`config.mk`:
```
export PLATFORM = sky130hd
export DESIGN_NAME = ov7670_pixel_capture
export DESIGN_NICKNAME = d
export VERILOG_FILES = /design/src/rtl/ov7670_pixel_capture.sv
export SDC_FILE = /design/constraint.sdc
export NUM_CORES = 1
export LEC_CHECK = 0
export CORE_MARGIN = 10
export CORE_UTILIZATION = 30
export DETAILED_ROUTE_END_ITERATION = 16
export GPL_TIMING_DRIVEN = 0
export HOLD_SLACK_MARGIN = 0.02
export PLACE_DENSITY = 0.45
export RECOVER_POWER = 25
export SYNTH_ARGS = -nofsm -noshare
export SYNTH_HDL_FRONTEND = slang
export SYNTH_SLANG_ARGS = --single-unit
```
`constraint.sdc`:
```
create_clock -name clk -period 7.2 [get_ports clk]
set_clock_uncertainty 0.15 [all_clocks]
set_input_delay 1.44 -clock clk [delete_from_list [all_inputs] [get_ports clk]]
set_output_delay 1.44 -clock clk [all_outputs]
set_load 0.1 [all_outputs]
```
`src/rtl/ov7670_pixel_capture.sv`:
```
// ov7670_pixel_capture: single-clock camera pixel capture.
// pclk/vsync/href/camData are oversampled through a synchroniser chain. Bus
// bytes are assembled into pixels and tagged with X/Y and frame/line flags.
// Tagged pixels are buffered in a first-word-fall-through FIFO that feeds a
// valid/ready stream.
// Optional feature: define CAPTURE_DECIMATE_EN to keep only even-X/even-Y
// pixels. Those pixels are reported with half-resolution coordinates.
module ov7670_pixel_capture #(
  parameter int DATA_W        = 8,
  parameter int BYTES_PER_PIX = 2,
  parameter int H_ACTIVE      = 320,
  parameter int V_ACTIVE      = 240,
  parameter int FIFO_DEPTH    = 8,
  parameter int SYNC_STAGES   = 2,
  parameter bit VSYNC_POL     = 1'b1
) (
  input  logic                              clk,
  input  logic                              reset,
  input  logic                              enable,
  input  logic                              pclk,
  input  logic                              vsync,
  input  logic                              href,
  input  logic [DATA_W-1:0]                 camData,
  input  logic                              clearErr,
  input  logic                              pixelReady,
  output logic                              pixelValid,
  output logic [DATA_W*BYTES_PER_PIX-1:0]   pixelData,
  output logic [$clog2(H_ACTIVE)-1:0]       pixelX,
  output logic [$clog2(V_ACTIVE)-1:0]       pixelY,
  output logic                              frameStart,
  output logic                              lineEnd,
  output logic                              frameDone,
  output logic                              overflow,
  output logic                              lineErr,
  output logic                              frameErr
);
  localparam int PW  = DATA_W * BYTES_PER_PIX;
  localparam int XW  = $clog2(H_ACTIVE);
  localparam int YW  = $clog2(V_ACTIVE);
  // Counters need one extra code so they can hold H_ACTIVE/V_ACTIVE itself.
  localparam int XCW = $clog2(H_ACTIVE + 1);
  localparam int YCW = $clog2(V_ACTIVE + 1);
  localparam int AW  = $clog2(FIFO_DEPTH);
  localparam int PHW = 2;

  typedef struct packed {
    logic [PW-1:0] data;
    logic [XW-1:0] x;
    logic [YW-1:0] y;
    logic          fs;
    logic          le;
  } pix_t;

  typedef enum logic [1:0] {IDLE, WAIT_VS, WAIT_ACT, ACTIVE} state_t;

  logic [SYNC_STAGES-1:0]             pclk_sr, vs_sr, href_sr;
  logic [SYNC_STAGES-1:0][DATA_W-1:0] dat_sr;
  logic                               pclk_d, href_d;
  logic                               pclk_s, vs_s, href_s;
  logic [DATA_W-1:0]                  dat_s;

  // Synchroniser chains. The data chain has the same length as the control
  // chains, so a byte stays aligned with its own pclk edge.
  always_ff @(posedge clk or posedge reset) begin
    if (reset) begin
      pclk_sr <= '0;
      vs_sr   <= '0;
      href_sr <= '0;
      dat_sr  <= '0;
      pclk_d  <= 1'b0;
      href_d  <= 1'b0;
    end else begin
      pclk_sr <= {pclk_sr[SYNC_STAGES-2:0], pclk};
      vs_sr   <= {vs_sr[SYNC_STAGES-2:0], vsync};
      href_sr <= {href_sr[SYNC_STAGES-2:0], href};
      dat_sr  <= {dat_sr[SYNC_STAGES-2:0], camData};
      pclk_d  <= pclk_s;
      href_d  <= href_s;
    end
  end

  assign pclk_s = pclk_sr[SYNC_STAGES-1];
  assign vs_s   = vs_sr[SYNC_STAGES-1];
  assign href_s = href_sr[SYNC_STAGES-1];
  assign dat_s  = dat_sr[SYNC_STAGES-1];

  state_t         state;
  logic [XCW-1:0] x_cnt;
  logic [YCW-1:0] y_cnt;
  logic [PHW-1:0] phase;
  logic [PW-1:0]  shreg, sh_next;
  logic           st_vld;
  pix_t           st_pix;
  logic           vs_blank, in_act, href_fall, byte_ok, pix_last;
  logic           x_over, y_over, keep, le_hit;
  logic [XW-1:0]  px;
  logic [YW-1:0]  py;
  logic           line_evt, frame_evt;

  assign vs_blank  = (vs_s == VSYNC_POL);
  assign in_act    = (state == ACTIVE) & ~vs_blank;
  assign href_fall = in_act & href_d & ~href_s;
  assign byte_ok   = in_act & pclk_s & ~pclk_d & href_s;
  assign pix_last  = byte_ok & (phase == PHW'(BYTES_PER_PIX - 1));
  assign sh_next   = (shreg << DATA_W) | PW'(dat_s);
  assign x_over    = (x_cnt >= XCW'(H_ACTIVE));
  assign y_over    = (y_cnt >= YCW'(V_ACTIVE));
`ifdef CAPTURE_DECIMATE_EN
  assign keep   = ~x_over & ~y_over & ~x_cnt[0] & ~y_cnt[0];
  assign px     = XW'(x_cnt >> 1);
  assign py     = YW'(y_cnt >> 1);
  assign le_hit = (x_cnt == XCW'(H_ACTIVE - 2));
`else
  assign keep   = ~x_over & ~y_over;
  assign px     = XW'(x_cnt);
  assign py     = YW'(y_cnt);
  assign le_hit = (x_cnt == XCW'(H_ACTIVE - 1));
`endif

  assign line_evt  = (pix_last & x_over) | (href_fall & (x_cnt != XCW'(H_ACTIVE)));
  assign frame_evt = (pix_last & y_over) |
                     ((state == ACTIVE) & vs_blank & (y_cnt != YCW'(V_ACTIVE)));

  // Frame FSM, byte assembly and X/Y tracking. A completed pixel is staged
  // for one cycle before it is pushed into the FIFO.
  always_ff @(posedge clk or posedge reset) begin
    if (reset) begin
      state     <= IDLE;
      x_cnt     <= '0;
      y_cnt     <= '0;
      phase     <= '0;
      shreg     <= '0;
      st_vld    <= 1'b0;
      st_pix    <= '0;
      frameDone <= 1'b0;
    end else begin
      frameDone <= 1'b0;
      st_vld    <= 1'b0;
      case (state)
        IDLE:     if (enable) state <= WAIT_VS;
        WAIT_VS:  if (vs_blank) state <= WAIT_ACT;
        WAIT_ACT: if (!vs_blank) begin
          state <= ACTIVE;
          x_cnt <= '0;
          y_cnt <= '0;
          phase <= '0;
        end
        ACTIVE: begin
          if (vs_blank) begin
            frameDone <= 1'b1;
            state     <= enable ? WAIT_ACT : IDLE;
          end else if (href_fall) begin
            phase <= '0;
            x_cnt <= '0;
            if (!y_over) y_cnt <= y_cnt + YCW'(1);
          end else if (pix_last) begin
            phase  <= '0;
            st_vld <= keep;
            st_pix <= '{data: sh_next, x: px, y: py,
                        fs: (x_cnt == '0) && (y_cnt == '0), le: le_hit};
            if (!x_over) x_cnt <= x_cnt + XCW'(1);
          end else if (byte_ok) begin
            phase <= phase + PHW'(1);
            shreg <= sh_next;
          end
        end
        default: state <= IDLE;
      endcase
    end
  end

  pix_t        mem [FIFO_DEPTH];
  pix_t        head;
  logic [AW:0] wr_ptr, rd_ptr;
  logic        full, pop, push, ovf_evt;

  assign pixelValid = (wr_ptr != rd_ptr);
  assign full       = ((wr_ptr - rd_ptr) == (AW+1)'(FIFO_DEPTH));
  assign pop        = pixelValid & pixelReady;
  // On a full FIFO, a simultaneous pop frees the slot for the incoming pixel.
  assign push       = st_vld & (~full | pop);
  assign ovf_evt    = st_vld & full & ~pop;
  assign head       = mem[rd_ptr[AW-1:0]];
  assign {pixelData, pixelX, pixelY, frameStart, lineEnd} = pixelValid ? head : '0;

  // FIFO pointers. The storage itself needs no reset.
  always_ff @(posedge clk or posedge reset) begin
    if (reset) begin
      wr_ptr <= '0;
      rd_ptr <= '0;
    end else begin
      if (push) wr_ptr <= wr_ptr + (AW+1)'(1);
      if (pop)  rd_ptr <= rd_ptr + (AW+1)'(1);
    end
  end

  // FIFO storage write.
  always_ff @(posedge clk) begin
    if (push) mem[wr_ptr[AW-1:0]] <= st_pix;
  end

  // Sticky error flags. A new error outranks clearErr in the same cycle.
  always_ff @(posedge clk or posedge reset) begin
    if (reset) begin
      overflow <= 1'b0;
      lineErr  <= 1'b0;
      frameErr <= 1'b0;
    end else begin
      overflow <= (overflow & ~clearErr) | ovf_evt;
      lineErr  <= (lineErr  & ~clearErr) | line_evt;
      frameErr <= (frameErr & ~clearErr) | frame_evt;
    end
  end
endmodule
```
======== Word level (Yosys, flattened, before mapping) ========
Memory sizes are Yosys's and may differ from the RTL's.
Cells that the tools add are included.
word-level totals
  flip-flop bits (word level) ............. 101
  RAM bits ................................ 280
  input port bits ......................... 16
  memories kept ........................... 1
cells by class
  add/sub/neg operators ................... 6
  $lt $le $gt $ge ......................... 2
  equal/unequal tests ..................... 19
  multiplexer cells ....................... 32
  bitwise operators ....................... 37
  reductions and logical operators ........ 11
memory list
  name  words  width  read ports  clocked after memory_dff  write ports  line  source
  mem   8      35     1           0                         1            172   pix_t mem [FIFO_DEPTH];
operator list
  operator                                                   count
  two-way mux 9 bit                                          5
  two-way mux 35 bit                                         1
  two-way mux 8 bit                                          4
  AND 1 bit                                                  20
  two-way mux 2 bit                                          10
  case mux 9 bit (2 select lines)                            1
  OR 16 x 8 -> 16 bit                                        1
  case mux 8 bit (2 select lines)                            1
  AND reduction 5 bit                                        3
  inequality test 2 bit (second input constant)              7
  AND reduction 4 bit                                        3
  NOT 1 bit                                                  10
  adder 9 x 1 -> 9 bit (second input constant)               1
  equality test 9 bit (second input constant)                1
  greater-or-equal comparator 9 bit (second input constant)  1
  zero test 9 bit                                            1
  inequality test 9 bit (second input constant)              1
  adder 4 x 1 -> 4 bit (second input constant)               2
  adder 8 x 1 -> 8 bit (second input constant)               1
  greater-or-equal comparator 8 bit (second input constant)  1
  zero test 8 bit                                            1
  two-way mux 1 bit                                          8
  inequality test 8 bit (second input constant)              1
  case mux 2 bit (4 select lines)                            1
  other kinds (13)                                           21

======== Depth between registers and ports, before layout ========
  word-level depth ........................ 10
  gate-level depth with buffers ........... 10
  depth with buffers taken out ............ 7

======== Least setup slack after synthesis ========
Ideal clock, no wire load.
  path kind ............................... reg-to-reg
  start point ............................. register rd_ptr[1]
  end point ............................... memory mem[1][0] (netlist name), enable pin
  arrival ................................. 5964 ps
  required time ........................... 6522 ps
  slack ................................... 559 ps
  stages on the path, launching flop included .. 11
  path through ............................ dfrtp_1 > clkbuf_1 > clkbuf_1 > inv_1 > ha_1 > and4_1 > buf_6 > inv_4 > a211oi_4 > a21boi_2 > nor4b_1
on the way
  elaborated cells between the ends (all ways) .. 9
  classes of those cells .................. 1 x add/sub; 2 x eq/ne; 2 x mux; 4 x bitwise
RTL lines
  item                                     line  source
  start: declaration                       174   logic [AW:0] wr_ptr, rd_ptr;
  start signal: assignment                 193   if (pop) rd_ptr <= rd_ptr + (AW+1)'(1);
  inequality test 4 bit                    177   assign pixelValid = (wr_ptr != rd_ptr);
  net pixelValid                           26    output logic pixelValid,
  AND 1 bit                                179   assign pop = pixelValid & pixelReady;
  OR 1 bit                                 181   assign push = st_vld & (~full | pop);
  AND 1 bit                                181
  two-way mux 1 bit                        199   if (push) mem[wr_ptr[AW-1:0]] <= st_pix;
  two-way mux 1 bit (implied by the code)  199
  end: declaration                         172
The timed path passes the listed nets, and every way through them passes these cells.

======== Worst setup path in the final report ========
  start point ............................. register rd_ptr[1]
  end point ............................... output pixelData[14]
on the way
  longest elaborated chain between the ends .. 2
  elaborated cells between the ends (all ways) .. 3
  classes of those cells .................. 1 x eq/ne; 1 x mux; 1 x memory
RTL lines
  item                                                                 line  source
  memory (8 x 35 bit) / inequality test 4 bit (equally long branches)  n/a
  two-way mux 35 bit *                                                 184   assign {pixelData, pixelX, pixelY, frameStart, lineEnd} = pixelValid ? head : '0;
  end: declaration                                                     27    output logic [DATA_W*BYTES_PER_PIX-1:0] pixelData,
Mark *: on every way between the ends. The rest lies on a longest branch, timed or not.

==> results.json <==
{
  "final_hold_viol_count": 0,
  "routedWlPerCell_um": 21.5,
  "cp-start-kind": "flip-flop",
  "synth.ff_latch_count": 381,
  "antenna_found_initial": 0,
  "finish.utilization": 0.365,
  "diodes": 0,
  "vias": 7381,
  "crit_path_end_kind": "output pin",
  "clkTransAtPathRegs_ps": 60,
  "avgSynthCellArea_um2": 18.1,
  "finalNetCount": 946,
  "grt-ovfl-total": 0,
  "power_uw": 6980,
  "synth_top_area_frac": 0.574,
  "ant_nets": 0,
  "hold_buffers": 0,
  "drt-total-wl_um": 33600,
  "clock_latency_ps": 540,
  "die_h_um": 241,
  "crit_type": "reg -> out",
  "cts_max_level": 2,
  "ios": 56,
  "synth_common_cells": "edfxtp_1 (280), dfrtp_1 (101), nand2_1 (90)",
  "start_util": 0.305,
  "cts-root-buf": "clkbuf_16",
  "drv_slew": 0,
  "hold_start": "href_sr[0]$_DFF_PP0_",
  "grt_pass1_vias": 7827,
  "areaGrowthSynthToFinish_pct": 19.7,
  "route.detailed.drc": 0,
  "die_x_um": 241,
  "drtIter0Drc": 485,
  "ys_warn_count": 0,
  "synth_edf_count": 280,
  "io_buffer_count": 55,
  "dpl.hpwl_um": 21700,
  "yosys.area.top_type": "edfxtp_1",
  "row_count": 80,
  "syn-cell-area_um2": 14600,
  "outcome": "finished clean",
  "cts_tree": "done",
  "timing.rr.start": "rd_ptr[1]$_DFFE_PP0P_",
  "grt_first_pass_wirelength_um": 51200,
  "arrival_ps": 4750,
  "fin_crit_sh": 0.881,
  "dieArea_um2": 58100,
  "powerDensity_nw_per_um2": 398,
  "cts_sinks": 381,
  "grt_max_degree": 57,
  "finalSetupViolations": 0,
  "hold_class": "reg -> reg",
  "dpl.cell_count": 1493,
  "r2r_slack_ps": 2260,
  "fmax_mhz": 158,
  "p_leak_uw": 0.00645,
  "path_max_fanout": 10,
  "cp-startpoint": "rd_ptr[1]$_DFFE_PP0P_",
  "cts_buffers": 40,
  "drtPass1Iterations": 4,
  "synthTopCellsByArea": "edfxtp_1 (57%), dfrtp_1 (17%), mux4_2 (11%), mux2_2 (3.0%), nand2_1 (2.3%)",
  "avgViaCountPerCell": 4.72,
  "yosysSeqAreaShare": 0.746,
  "required_ps": 5610,
  "coreArea_um2": 48000,
  "maxCapViolCount": 0,
  "vdd_ir_drop_max_mv": 0.225,
  "layoutNonFillerInstCount": 1565,
  "final_layout_size_suffix_gt1_frac": 0.224,
  "ys_async_sr_fraction": 0.265,
  "max_slew_margin": 0.336,
  "synthMostInstantiatedCell": "edfxtp_1",
  "post_cts_buffers": 0,
  "ctsResizeCount": 0,
  "postSynthCellCount": 808,
  "max_slew.worst_pin.slew_ps": 993,
  "track_usage": 0.118,
  "synth_nets": 834,
  "synthFlopType": "edfxtp_1",
  "rsz0062_at_grt": "no",
  "gp_congestion": 0.707,
  "cts.path.max_buffers": 3,
  "timing.final.crit_period_ps": 6340,
  "fin_setup_tns_ps": 0,
  "ys_types": 44
}
==> metal layers <==
layer	track usage	share of wire	wire [µm]
met1	0.164	0.48	16100
met2	0.188	0.47	15800
met3	0.0201	0.034	1160
met4	0.0345	0.019	628
met5	0	0	0
==> state kept, by name (all words and copies together), names as in the netlist, 4 cells and up <==
| register | count |
|---|---|
| st_pix | 35 |
| wr_ptr | 4 |
| rd_ptr | 4 |
| mem | 280 |
| px | 9 |
| dat_s | 8 |
| dat_sr | 8 |
| shreg | 8 |
| py | 8 |
==> path summary, 6_finish.rpt <==
| path | cells after the start | to |
|---|---|---|
| worst max-delay path | 9 | pixelData[14] |
| worst min-delay path | 0 | href_sr[1]$_DFF_PP0_ |
| worst max register to register | 15 | mem[1][21]$_DFFE_PP_ |
| worst min register to register | 0 | href_sr[1]$_DFF_PP0_ |
| max in group asynchronous | 3 | px[1]$_DFFE_PP0P_ |
| min in group asynchronous | 2 | lineErr$_DFF_PP0_ |
==> per-stage QoR <==
step / worst slack (ps) / cell area, µm² / hold slack [ps]
after global placement: -4710 / 16000 / 182
final: 859 / 17500 / 195
after CTS: 766 / 17500 / 199
after global routing: 584 / 17500 / 203
after detailed placement: 1380 / 16200 / 186
after floorplan: 559 / 14600 / 181
==> report_power, final <==
| part | internal, µW | leakage (µW) | switching, µW |
|---|---|---|---|
| combinational | 709 | 0.00170 | 1750 |
| clock | 1190 | 0.000642 | 831 |
| sequential | 2430 | 0.00410 | 65.9 |
==> worst max-delay path, cell delays in order (launching register included) <==
cell	delay, ps
dfrtp_1	350
clkbuf_1	530
clkbuf_1	600
inv_1	110
ha_1	340
and4_1	170
buf_6	160
clkbuf_1	340
a21oi_1	400
clkdlybuf4s50_1	1210
==> layout make-up <==
class	count	area [µm²]
Inverter	13	53.8
Clock buffer	50	1140
Multi-Input combinational cell	378	3530
Clock inverter	22	159
Buffer	36	156
Tap cell	615	769
Timing Repair Buffer	70	782
Sequential cell	381	10900
Fill cell	4492	30500
==> cell usage in the layout (no fill, tap or decap), types with 3 or more instances in the layout <==
cell type | synthesis | layout
a21oi_1 | 47 | 46
a31oi_1 | 3 | 3
and3_1 | 8 | 7
buf_12 | 0 | 6
buf_2 | 10 | 10
buf_4 | 0 | 6
clkbuf_1 | 22 | 24
clkbuf_16 | 0 | 42
clkbuf_8 | 0 | 6
clkdlybuf4s50_1 | 0 | 55
clkinv_1 | 1 | 8
clkinv_2 | 0 | 10
clkinvlp_4 | 0 | 3
dfrtp_1 | 101 | 101
edfxtp_1 | 280 | 280
ha_1 | 10 | 10
inv_1 | 11 | 10
mux2_2 | 39 | 39
mux4_2 | 70 | 70
nand2_1 | 90 | 90
nand2b_1 | 3 | 3
nand3_1 | 13 | 13
nand3b_1 | 3 | 3
nand4_1 | 5 | 5
nor2_1 | 25 | 25
nor3_1 | 4 | 4
o21a_1 | 3 | 3
o21ai_0 | 11 | 11
xnor2_1 | 7 | 7
xor2_1 | 10 | 10
==> kinds of logic after synthesis <==
family / count (synthesis) / share of synthesized area
DFF: 381 / 0.746
xor gates and xnor gates: 17 / 0.0102
adders and majority gates: 10 / 0.00854
muxes: 110 / 0.139
buffers and inverters: 49 / 0.0142
AOI/OAI and AO/OA: 73 / 0.0287
and+or+nand+nor: 168 / 0.0533
Note: power is estimated with default switching activity, not from simulation.
